**config.mk**
```make
export PLATFORM = sky130hd
export DESIGN_NAME = fir_cmp_sequencer
export DESIGN_NICKNAME = d
export VERILOG_FILES = /design/src/rtl/fir_cmp_sequencer.sv
export SDC_FILE = /design/constraint.sdc
export NUM_CORES = 1
export LEC_CHECK = 0
export ABC_AREA = 1
export BUFFER_PORTS_ARGS = -buffer_cell sky130_fd_sc_hd__clkbuf_2
export CORE_MARGIN = 2
export CORE_UTILIZATION = 50
export CTS_CLUSTER_DIAMETER = 30
export DETAILED_ROUTE_END_ITERATION = 12
export PLACE_DENSITY_LB_ADDON = 0.25
export SLEW_MARGIN = 20
export SYNTH_ARGS = -nofsm -noshare
export SYNTH_HDL_FRONTEND = slang
export SYNTH_SLANG_ARGS = --single-unit
```
**constraint.sdc**
```tcl
create_clock -name clk_i -period 2.1 [get_ports clk_i]
set_input_delay 0.42 -clock clk_i [delete_from_list [all_inputs] [get_ports clk_i]]
set_output_delay 0.42 -clock clk_i [all_outputs]
set_load 0.005 [all_outputs]
```
**src/rtl/fir_cmp_sequencer.sv**
```systemverilog
// +----------------------------------------------------------------------------+
// | fir_cmp_sequencer                                                          |
// | Paced sample sequencer and output comparator for the two FIR forms.        |
// | Rev 1.0 - initial release                                                  |
// +----------------------------------------------------------------------------+
`default_nettype none

module fir_cmp_sequencer #(
    parameter int WIDTH     = 24,
    parameter int PERIOD    = 128,
    parameter int LAT       = 3,
    parameter int N_SAMPLES = 800
) (
    input  logic             clk_i,
    input  logic             rst_ni,
    input  logic             start_i,
    input  logic             smp_valid_i,
    input  logic [WIDTH-1:0] smp_data_i,
    output logic             smp_ready_o,
    output logic [WIDTH-1:0] fir_in_o,
    output logic             fir_ready_o,
    input  logic [WIDTH-1:0] fir_out_a_i,
    input  logic [WIDTH-1:0] fir_out_b_i,
    output logic             res_valid_o,
    output logic [WIDTH-1:0] res_data_o,
    output logic             res_mismatch_o,
    output logic [16:0]      smp_cnt_o,
    output logic [16:0]      err_cnt_o,
    output logic             busy_o,
    output logic             done_o
);

    localparam int                SLOT_W   = $clog2(PERIOD);
    localparam logic [SLOT_W-1:0] SLOT_MAX = SLOT_W'(PERIOD - 1);
    localparam logic [SLOT_W-1:0] LAT_M1   = SLOT_W'(LAT - 1);
    localparam logic [16:0]       N_LAST   = 17'(N_SAMPLES);
    localparam logic [16:0]       ERR_MAX  = 17'h1FFFF;

    typedef enum logic [2:0] {
        S_IDLE    = 3'd0,
        S_FETCH   = 3'd1,
        S_HOLD    = 3'd2,
        S_STROBE  = 3'd3,
        S_WAIT    = 3'd4,
        S_CAPTURE = 3'd5,
        S_DONE    = 3'd6
    } state_t;

    state_t             state_q, state_d;
    logic [SLOT_W-1:0]  slot_cnt_q, slot_cnt_d;
    logic               expired_q, expired_d;
    logic [WIDTH-1:0]   fir_in_q, fir_in_d;
    logic               res_valid_q, res_valid_d;
    logic [WIDTH-1:0]   res_data_q, res_data_d;
    logic               res_mis_q, res_mis_d;
    logic [16:0]        smp_cnt_q, smp_cnt_d;
    logic [16:0]        err_cnt_q, err_cnt_d;
    logic [16:0]        smp_cnt_inc;
    logic               mismatch;

    assign smp_cnt_inc = smp_cnt_q + 17'd1;
    assign mismatch    = (fir_out_a_i != fir_out_b_i);

    always_ff @(posedge clk_i or negedge rst_ni) begin
        if (!rst_ni) begin
            state_q     <= S_IDLE;
            slot_cnt_q  <= '0;
            expired_q   <= 1'b0;
            fir_in_q    <= '0;
            res_valid_q <= 1'b0;
            res_data_q  <= '0;
            res_mis_q   <= 1'b0;
            smp_cnt_q   <= '0;
            err_cnt_q   <= '0;
        end else begin
            state_q     <= state_d;
            slot_cnt_q  <= slot_cnt_d;
            expired_q   <= expired_d;
            fir_in_q    <= fir_in_d;
            res_valid_q <= res_valid_d;
            res_data_q  <= res_data_d;
            res_mis_q   <= res_mis_d;
            smp_cnt_q   <= smp_cnt_d;
            err_cnt_q   <= err_cnt_d;
        end
    end

    always_comb begin
        state_d     = state_q;
        slot_cnt_d  = (slot_cnt_q == SLOT_MAX) ? slot_cnt_q : slot_cnt_q + SLOT_W'(1);
        expired_d   = expired_q;
        fir_in_d    = fir_in_q;
        res_valid_d = 1'b0;
        res_data_d  = res_data_q;
        res_mis_d   = res_mis_q;
        smp_cnt_d   = smp_cnt_q;
        err_cnt_d   = err_cnt_q;

        case (state_q)
            S_IDLE, S_DONE: begin
                if (start_i) begin
                    state_d   = S_FETCH;
                    expired_d = 1'b1;
                    smp_cnt_d = '0;
                    err_cnt_d = '0;
                end
            end
            S_FETCH: begin
                if (smp_valid_i) begin
                    fir_in_d = smp_data_i;
                    state_d  = S_HOLD;
                end
            end
            S_HOLD: begin
                // Slot counter is cleared on entry so STROBE is slot cycle 0.
                if (expired_q || (slot_cnt_q == SLOT_MAX)) begin
                    state_d    = S_STROBE;
                    expired_d  = 1'b0;
                    slot_cnt_d = '0;
                end
            end
            S_STROBE: begin
                state_d = (LAT == 1) ? S_CAPTURE : S_WAIT;
            end
            S_WAIT: begin
                if (slot_cnt_q == LAT_M1) begin
                    state_d = S_CAPTURE;
                end
            end
            S_CAPTURE: begin
                res_valid_d = 1'b1;
                res_data_d  = fir_out_a_i;
                res_mis_d   = mismatch;
                smp_cnt_d   = smp_cnt_inc;
                if (mismatch && (err_cnt_q != ERR_MAX)) begin
                    err_cnt_d = err_cnt_q + 17'd1;
                end
                state_d = (smp_cnt_inc == N_LAST) ? S_DONE : S_FETCH;
            end
            default: begin
                state_d = S_IDLE;
            end
        endcase
    end

    assign smp_ready_o    = (state_q == S_FETCH);
    assign fir_ready_o    = (state_q == S_STROBE);
    assign busy_o         = (state_q != S_IDLE) && (state_q != S_DONE);
    assign done_o         = (state_q == S_DONE);
    assign fir_in_o       = fir_in_q;
    assign res_valid_o    = res_valid_q;
    assign res_data_o     = res_data_q;
    assign res_mismatch_o = res_mis_q;
    assign smp_cnt_o      = smp_cnt_q;
    assign err_cnt_o      = err_cnt_q;

endmodule

`default_nettype wire

```
* Word level (Yosys, flattened, before mapping)
Cells that the tools add are included.
Storage, ports and cells: flip-flop bits (word level) 95, output and inout bits 88, logic and storage cells 59, input bits 76
Cells by class: add/subtract/negate cells 3, muxes and demuxes 17, eq/ne operators 17, reductions and logical operators 13
Operators with widths (count):
- $pmux W17 S2 | 2
- $add A17 B1 Y17 const B | 2
- $mux W17 | 2
- $ne A24 B24 Y1 | 1
- $mux W7 | 3
- $pmux W3 S6 | 1
- $eq A17 B10 Y1 const B | 1
- $ne A17 B17 Y1 const B | 1
- $mux W3 | 5
- $ne A2 B2 Y1 const B | 5
- $eq A3 B3 Y1 const B | 3
- $add A7 B1 Y7 const B | 1
- $eq A7 B2 Y1 const B | 1
- $eq A7 B7 Y1 const B | 1
- $eq A3 B2 Y1 const B | 2
- $reduce_and A3 Y1 | 2
- $reduce_and A2 Y1 | 2
- $reduce_and A4 Y1 | 1
- $reduce_bool A2 Y1 | 2
- $eq A3 B1 Y1 const B | 1
- $logic_not A3 Y1 | 1
- $mux W1 | 3
- $ne A3 B3 Y1 const B | 1
- $reduce_bool A3 Y1 | 1
- other kinds (4) | 5

* Longest topological paths before layout
Gate-level depths: netlist (run 1).
depth in word-level cells 4, mapped depth 13

* Worst setup path after synthesis (run 1)
No wires, ideal clock.
path type reg-to-reg, start point register err_cnt_q[0] (netlist: err_cnt_o[0]), end point register err_cnt_q[14] (netlist: err_cnt_o[14]), path buffers 1, arrival time 1865 ps, data required time 1983 ps, path slack 118 ps, clock period less this slack 1982 ps, cell stages (with the launch flop) 12, path through dfrtp_1 > ha_1 > nand3_1 > inv_1 > nand2_1 > nor4_1 > ha_1 > nand3b_1 > nand2_2 > buf_2 > nand3_1 > nand2_1
Between the ends: word-level cells in the longest chain between the ends 4, elaborated cells between the ends (all ways) 7
RTL lines:
- start: declaration | line 57 | logic [16:0] err_cnt_q, err_cnt_d;
- start signal: assignment | line 84 | err_cnt_q <= err_cnt_d;
- branches (longest 4 deep; another with $add A17 B1 Y17)
Several ways; the timed one is not identified. The select of a mux whose other input is x is not followed. A chain may end at the register's enable or synchronous reset.

* Worst setup path after layout (run 1)
Same ends and word-level chain as after synthesis.

==> flow_summary.toml, run 1 <==
[timing]
finalCritPeriodShare = 0.9155
hold_violations = 0
slew_headroom = 0.6175
hold_ws_ns = 0.2693
report.final.slew_viol_count = 0
clock.fmax_ghz = 0.5202
skew_ns = 0.01116
grt_setup_unrepaired = "true"
finalCriticalPeriod_ns = 1.922
worstMarginPinSlew_ns = 0.5718
setup_viol = 0

[yosys]
ys_top_cells_by_area = "dfrtp_1, nand2_1, xnor2_1, nor2_1, mux2_1"
synth_flop_cell = "dfrtp_1"
synth_warnings = 0
synth_cell_type_count = 33
ys_ff_latch = 95
avgSynthCellArea_um2 = 8.524
synth-async-reset-ratio = 1.000
synth_most_common_cell = "nand2_1"
synth_common_cells = "nand2_1, dfrtp_1, nor2_1"
synth_nets = 648
synthCells = 567
synth_edf_count = 0
netlist_area_um2 = 4833
ys_seq_area_frac = 0.4918
synth_top_area_share = 0.4918
synth_top_area_cell = "dfrtp_1"

[worst_setup_path]
required_ns = 2.34
critPathMaxStageDelay_ns = 0.41
cp.arrival_ns = 2.16
path_class = "reg2reg"
critPathTopFamily = "simple AND/OR/NAND/NOR gates"
crit_chain = "ha_1 > nand3_1 > inv_1 > nand2_1 > nor4_4 > ha_2 > nand3b_1 > nand2_4 > nand3_1 > nand2_1"
cp_max_fo = 19
cp-end-kind = "flop"
critPathBufInv = 1
slowest_stage = "dfrtp_1"
cp-start-kind = "flop"

[global_routing]
globalRouteTotalUtil = 0.2331
grt_max_degree = 48
grt_overflow = 0
grt_pass1_wl_mm = 19.26
grt_pass1_vias = 4327
grt_antenna_before_repair = 0

[pwr]
max-vdd-ir-drop_mv = 0.4968
power_density_nw_per_um2 = 1054
finalPower_uw = 6437
p_leak_uw = 0.003121

[placed_design]
gp_congestion = 0.8999
port_buffers = 163
hpwl_mm = 9.089

[cts]
clkTransAtPathRegs_ns = 0.09
clk_latency_ns = 0.35
root_buffer = "clkbuf_8"
cts_made_buffers = 9
clk_path_buf_depth = 2
clock-sinks = 95
htreeDepth = 3
cts_tree = "yes"

[floorplan]
die-area_um2 = 10470
rows = 35
coreArea_um2 = 9328
start_util = 0.5182
die_x_um = 102.3
ios = 164
die_h_um = 102.3

[detailed_routing]
totalWireLength_mm = 11.86
drtAntennaViolNets = 0
wl_per_cell_um = 13.61
drc = 0
via_per_inst = 5.096
drt_iter0_drc = 130
dr.pass1.iters = 4
routed-via-count = 4444

[cells_and_area]
fin_nets = 820
diodes = 0
syn_to_final_growth_pct = 26.40
fill_cells = 816
drive_gt1_frac = 0.3001

[run]
max-cap-violations = 0

[min_path]
hold_path_class = "in2reg"

[status]
outcome = "finished clean"
per-stage QoR:
step	util	instance area (µm²)	setup TNS (ns)	cells	worst slack (ns)
global route	0.6550	6110	-0.01438	872	-0.009558
finish	0.6550	6110	0	872	0.1775
detailed placement	0.6254	5833	0	854	0.07330
floorplan	-	4833	0	567	0.1176
CTS	0.6491	6055	0	870	0.03932
global placement	0.6254	5833	0	854	0.2074
what timing repair did:
action                                 4_1_cts  5_1_grt
setup endpoints to repair                    0       22
buffers inserted                             0        2
resized for setup                            0       11
hold buffers                                 1        0
endpoints found under the hold margin       23        0
worst reg2reg max path: cells and delay by family (launching register included):
kind | cells | cell delay, ns
buffers and inverters | 1 | 0.09
and+or+nand+nor | 7 | 0.91
adders and majority gates | 2 | 0.39
DFF | 1 | 0.41
cell usage in the layout, fill, tap and decap left out, drive strengths merged, types with 3 or more instances in the layout:
master / n
o21ai: 18
nor3: 8
dfrtp: 95
nand2: 182
buf: 14
a21oi: 3
nand4: 12
xnor2: 28
nor2: 61
inv: 43
xor2: 18
o22ai: 7
clkbuf: 172
mux2: 24
nand3: 39
ha: 5
worst paths after layout:
path	from	slack (ns)	cells past startpoint	end
worst max-delay path	err_cnt_o[0]	0.18	10	err_cnt_o[14]
worst min-delay path	smp_data_i[20]	0.27	2	fir_in_o[20]
worst max register to register	err_cnt_o[0]	0.18	10	err_cnt_o[14]
worst min register to register	res_data_o[17]	0.48	2	res_data_o[17]
max in group asynchronous	rst_ni	1.01	3	err_cnt_o[4]
min in group asynchronous	rst_ni	0.52	2	smp_cnt_o[4]
cell type report:
class / count / area, µm² / area share
timing repair buffer: 177 / 942.2 / 0.1542
tap: 129 / 161.4 / 0.02642
clock buffer: 10 / 127.6 / 0.02089
clock inverter: 5 / 83.83 / 0.01372
multi-input combinational: 413 / 2255 / 0.3690
sequential: 95 / 2379 / 0.3893
inverter: 43 / 161.4 / 0.02642
flip-flops by register name (all words and copies together), names as in the netlist:
register,cells
res_valid_o,1
res_data_o,24
state_q,3
slot_cnt_q,7
smp_cnt_o,17
res_mismatch_o,1
fir_in_o,24
expired_q,1
err_cnt_o,17
report_power, final:
part / internal, µW / switching (µW)
sequential: 2440 / 392
clock: 667 / 628
combinational: 1010 / 1300
total: 4110 / 2320
cell families (layout without fill, tap and decap cells):
family / Yosys count / after routing / share of synthesized area
buffers and inverters: 59 / 235 / 0.04892
adder cells (fa/ha/maj): 5 / 5 / 0.01294
AND/OR/NAND/NOR: 306 / 306 / 0.2695
XOR/XNOR: 46 / 46 / 0.08336
multiplexers: 25 / 25 / 0.05799
flip-flops: 95 / 95 / 0.4918
AO/OA/AOI/OAI: 31 / 31 / 0.03546
per-layer routing:
| metal | global-route usage | wire length [µm] | share of wire |
|---|---|---|---|
| met5 | 0 | 0 | 0 |
| met2 | 0.4094 | 6125 | 0.52 |
| met1 | 0.2878 | 4861 | 0.41 |
| met3 | 0.03488 | 647 | 0.055 |
| met4 | 0.09641 | 229 | 0.019 |
(Power assumes the default switching activity.)
==> run 2: changes to the inputs <==
--- a/config.mk
+++ b/config.mk
@@ -6,11 +6,11 @@
 export NUM_CORES = 1
 export LEC_CHECK = 0
 export ABC_AREA = 1
-export BUFFER_PORTS_ARGS = -buffer_cell sky130_fd_sc_hd__clkbuf_2
 export CORE_MARGIN = 2
 export CORE_UTILIZATION = 50
 export CTS_CLUSTER_DIAMETER = 30
 export DETAILED_ROUTE_END_ITERATION = 12
+export DONT_BUFFER_PORTS = 1
 export PLACE_DENSITY_LB_ADDON = 0.25
 export SLEW_MARGIN = 20
 export SYNTH_ARGS = -nofsm -noshare
==> flow_summary.toml, run 2 (synthesis gave the netlist of run 1 again) <==
[status]
outcome = "complete, but fails checks"
violations = "negative hold slack"

[floorplan]
die_h_um = 102.3
die-area_um2 = 10470
start_util = 0.5182
rows = 35
ios = 164
die_x_um = 102.3
coreArea_um2 = 9328

[detailed_routing]
dr.pass1.iters = 5
totalWireLength_mm = 11.44
via_per_inst = 5.388
routed-via-count = 3863
drc = 0
drt_iter0_drc = 176
wl_per_cell_um = 15.96
drtAntennaViolNets = 0

[pwr]
finalPower_uw = 5996
power_density_nw_per_um2 = 1113
p_leak_uw = 0.002448
max-vdd-ir-drop_mv = 0.4518

[worst_setup_path]
required_ns = 2.38
cp_max_fo = 9
cp-end-kind = "flop"
cp-start-kind = "flop"
path_class = "reg2reg"
cp.arrival_ns = 2.32

[cells_and_area]
diodes = 0
syn_to_final_growth_pct = 11.42
final_cell_mix = "nand2_1, dfrtp_1, nor2_1, inv_1, nand3_1"
fin_nets = 664
drive_gt1_frac = 0.1344
final_util = 0.5773
final_common_cell = "nand2_1"

[timing]
report.final.slew_viol_count = 0
hold_ws_ns = -0.2623
hold_violations = 95
slew_headroom = 0.6421
setup_viol = 0
setup-tns-final_ns = 0
skew_ns = 0.01184
layout_setup_ws_ns = 0.05481
finalCriticalPeriod_ns = 2.045
clock.fmax_ghz = 0.4890
worstMarginPinSlew_ns = 0.5350
finalCritPeriodShare = 0.9739

[global_routing]
grt_pass1_wl_mm = 17.63
globalRouteTotalUtil = 0.2170
grt_max_degree = 96
grt_pass1_vias = 3667
grt_overflow = 0
grt_antenna_before_repair = 0

[placed_design]
port_buffers = 0
dp_slack_ns = 0.01286
hpwl_mm = 8.277
gp_congestion = 0.8428

[cts]
clk_latency_ns = 0.36
clk_path_buf_depth = 2
cts_tree = "yes"
root_buffer = "clkbuf_8"
clock-sinks = 95
clkTransAtPathRegs_ns = 0.10
cts_made_buffers = 9
htreeDepth = 3

[min_path]
hold_path_class = "in2async"

[run]
max-cap-violations = 0
## run 2: metrics by stage
stage               cell area [µm²]  std cells
finish                         5385        717
floorplan                      4833        567
global route                   5385        717
global placement               5032        695
CTS                            5245        711
detailed placement             5032        695
## run 2: path summary, 6_finish.rpt
check	start	end	slack [ns]	cells after the start
min in group clk_i	fir_out_a_i[19]	res_data_o[19]	0.17	2
max in group asynchronous	rst_ni	smp_cnt_o[1]	2.17	0
max	err_cnt_o[1]	err_cnt_o[15]	0.05	10
min	rst_ni	smp_cnt_o[13]	-0.26	0
max reg2reg	err_cnt_o[1]	err_cnt_o[15]	0.05	10
min reg2reg	res_data_o[22]	res_data_o[22]	0.51	2
## run 2: layer usage
layer	up-vias	track usage	routed length [µm]
li1	1848	-	-
met1	1851	0.2705	4566
met2	149	0.3725	5979
met3	15	0.04788	687
met4	0	0.07795	206
met5	-	0	0
## run 2: timing repair
| action | 4_1_cts | 5_1_grt |
|---|---|---|
| endpoints found under the hold margin | 95 | 95 |
| cloned | 0 | 2 |
| setup buffers | 0 | 4 |
| endpoints found under the setup margin | 1 | 20 |
| resized for setup | 1 | 26 |
| pin swaps | 0 | 9 |
## run 2: area by class of cell
type	instances	area (µm²)
Fill cell	842	3943
Sequential cell	95	2384
Multi-Input combinational cell	414	2305
Timing Repair Buffer	20	166.4
Inverter	43	161.4
Tap cell	129	161.4
Clock buffer	11	141.4
Clock inverter	5	66.31
## run 2: power breakdown
part           total [µW]  switching (µW)  internal (µW)  leakage [µW]
sequential           2980             542           2440       0.00120
clock                1270             668            597      0.000102
combinational        1750            1040            705       0.00114
total                6000            2250           3740       0.00245
## run 2: worst max-delay path, stage by stage, from the launching register on
cell      delay [ns]
dfrtp_1         0.41
ha_4            0.18
nand3_2         0.09
inv_1           0.08
nand2_1         0.09
nor4_2          0.29
ha_2            0.22
nand3b_1        0.16
buf_12          0.15
nand2_4         0.10
o21ai_0         0.19
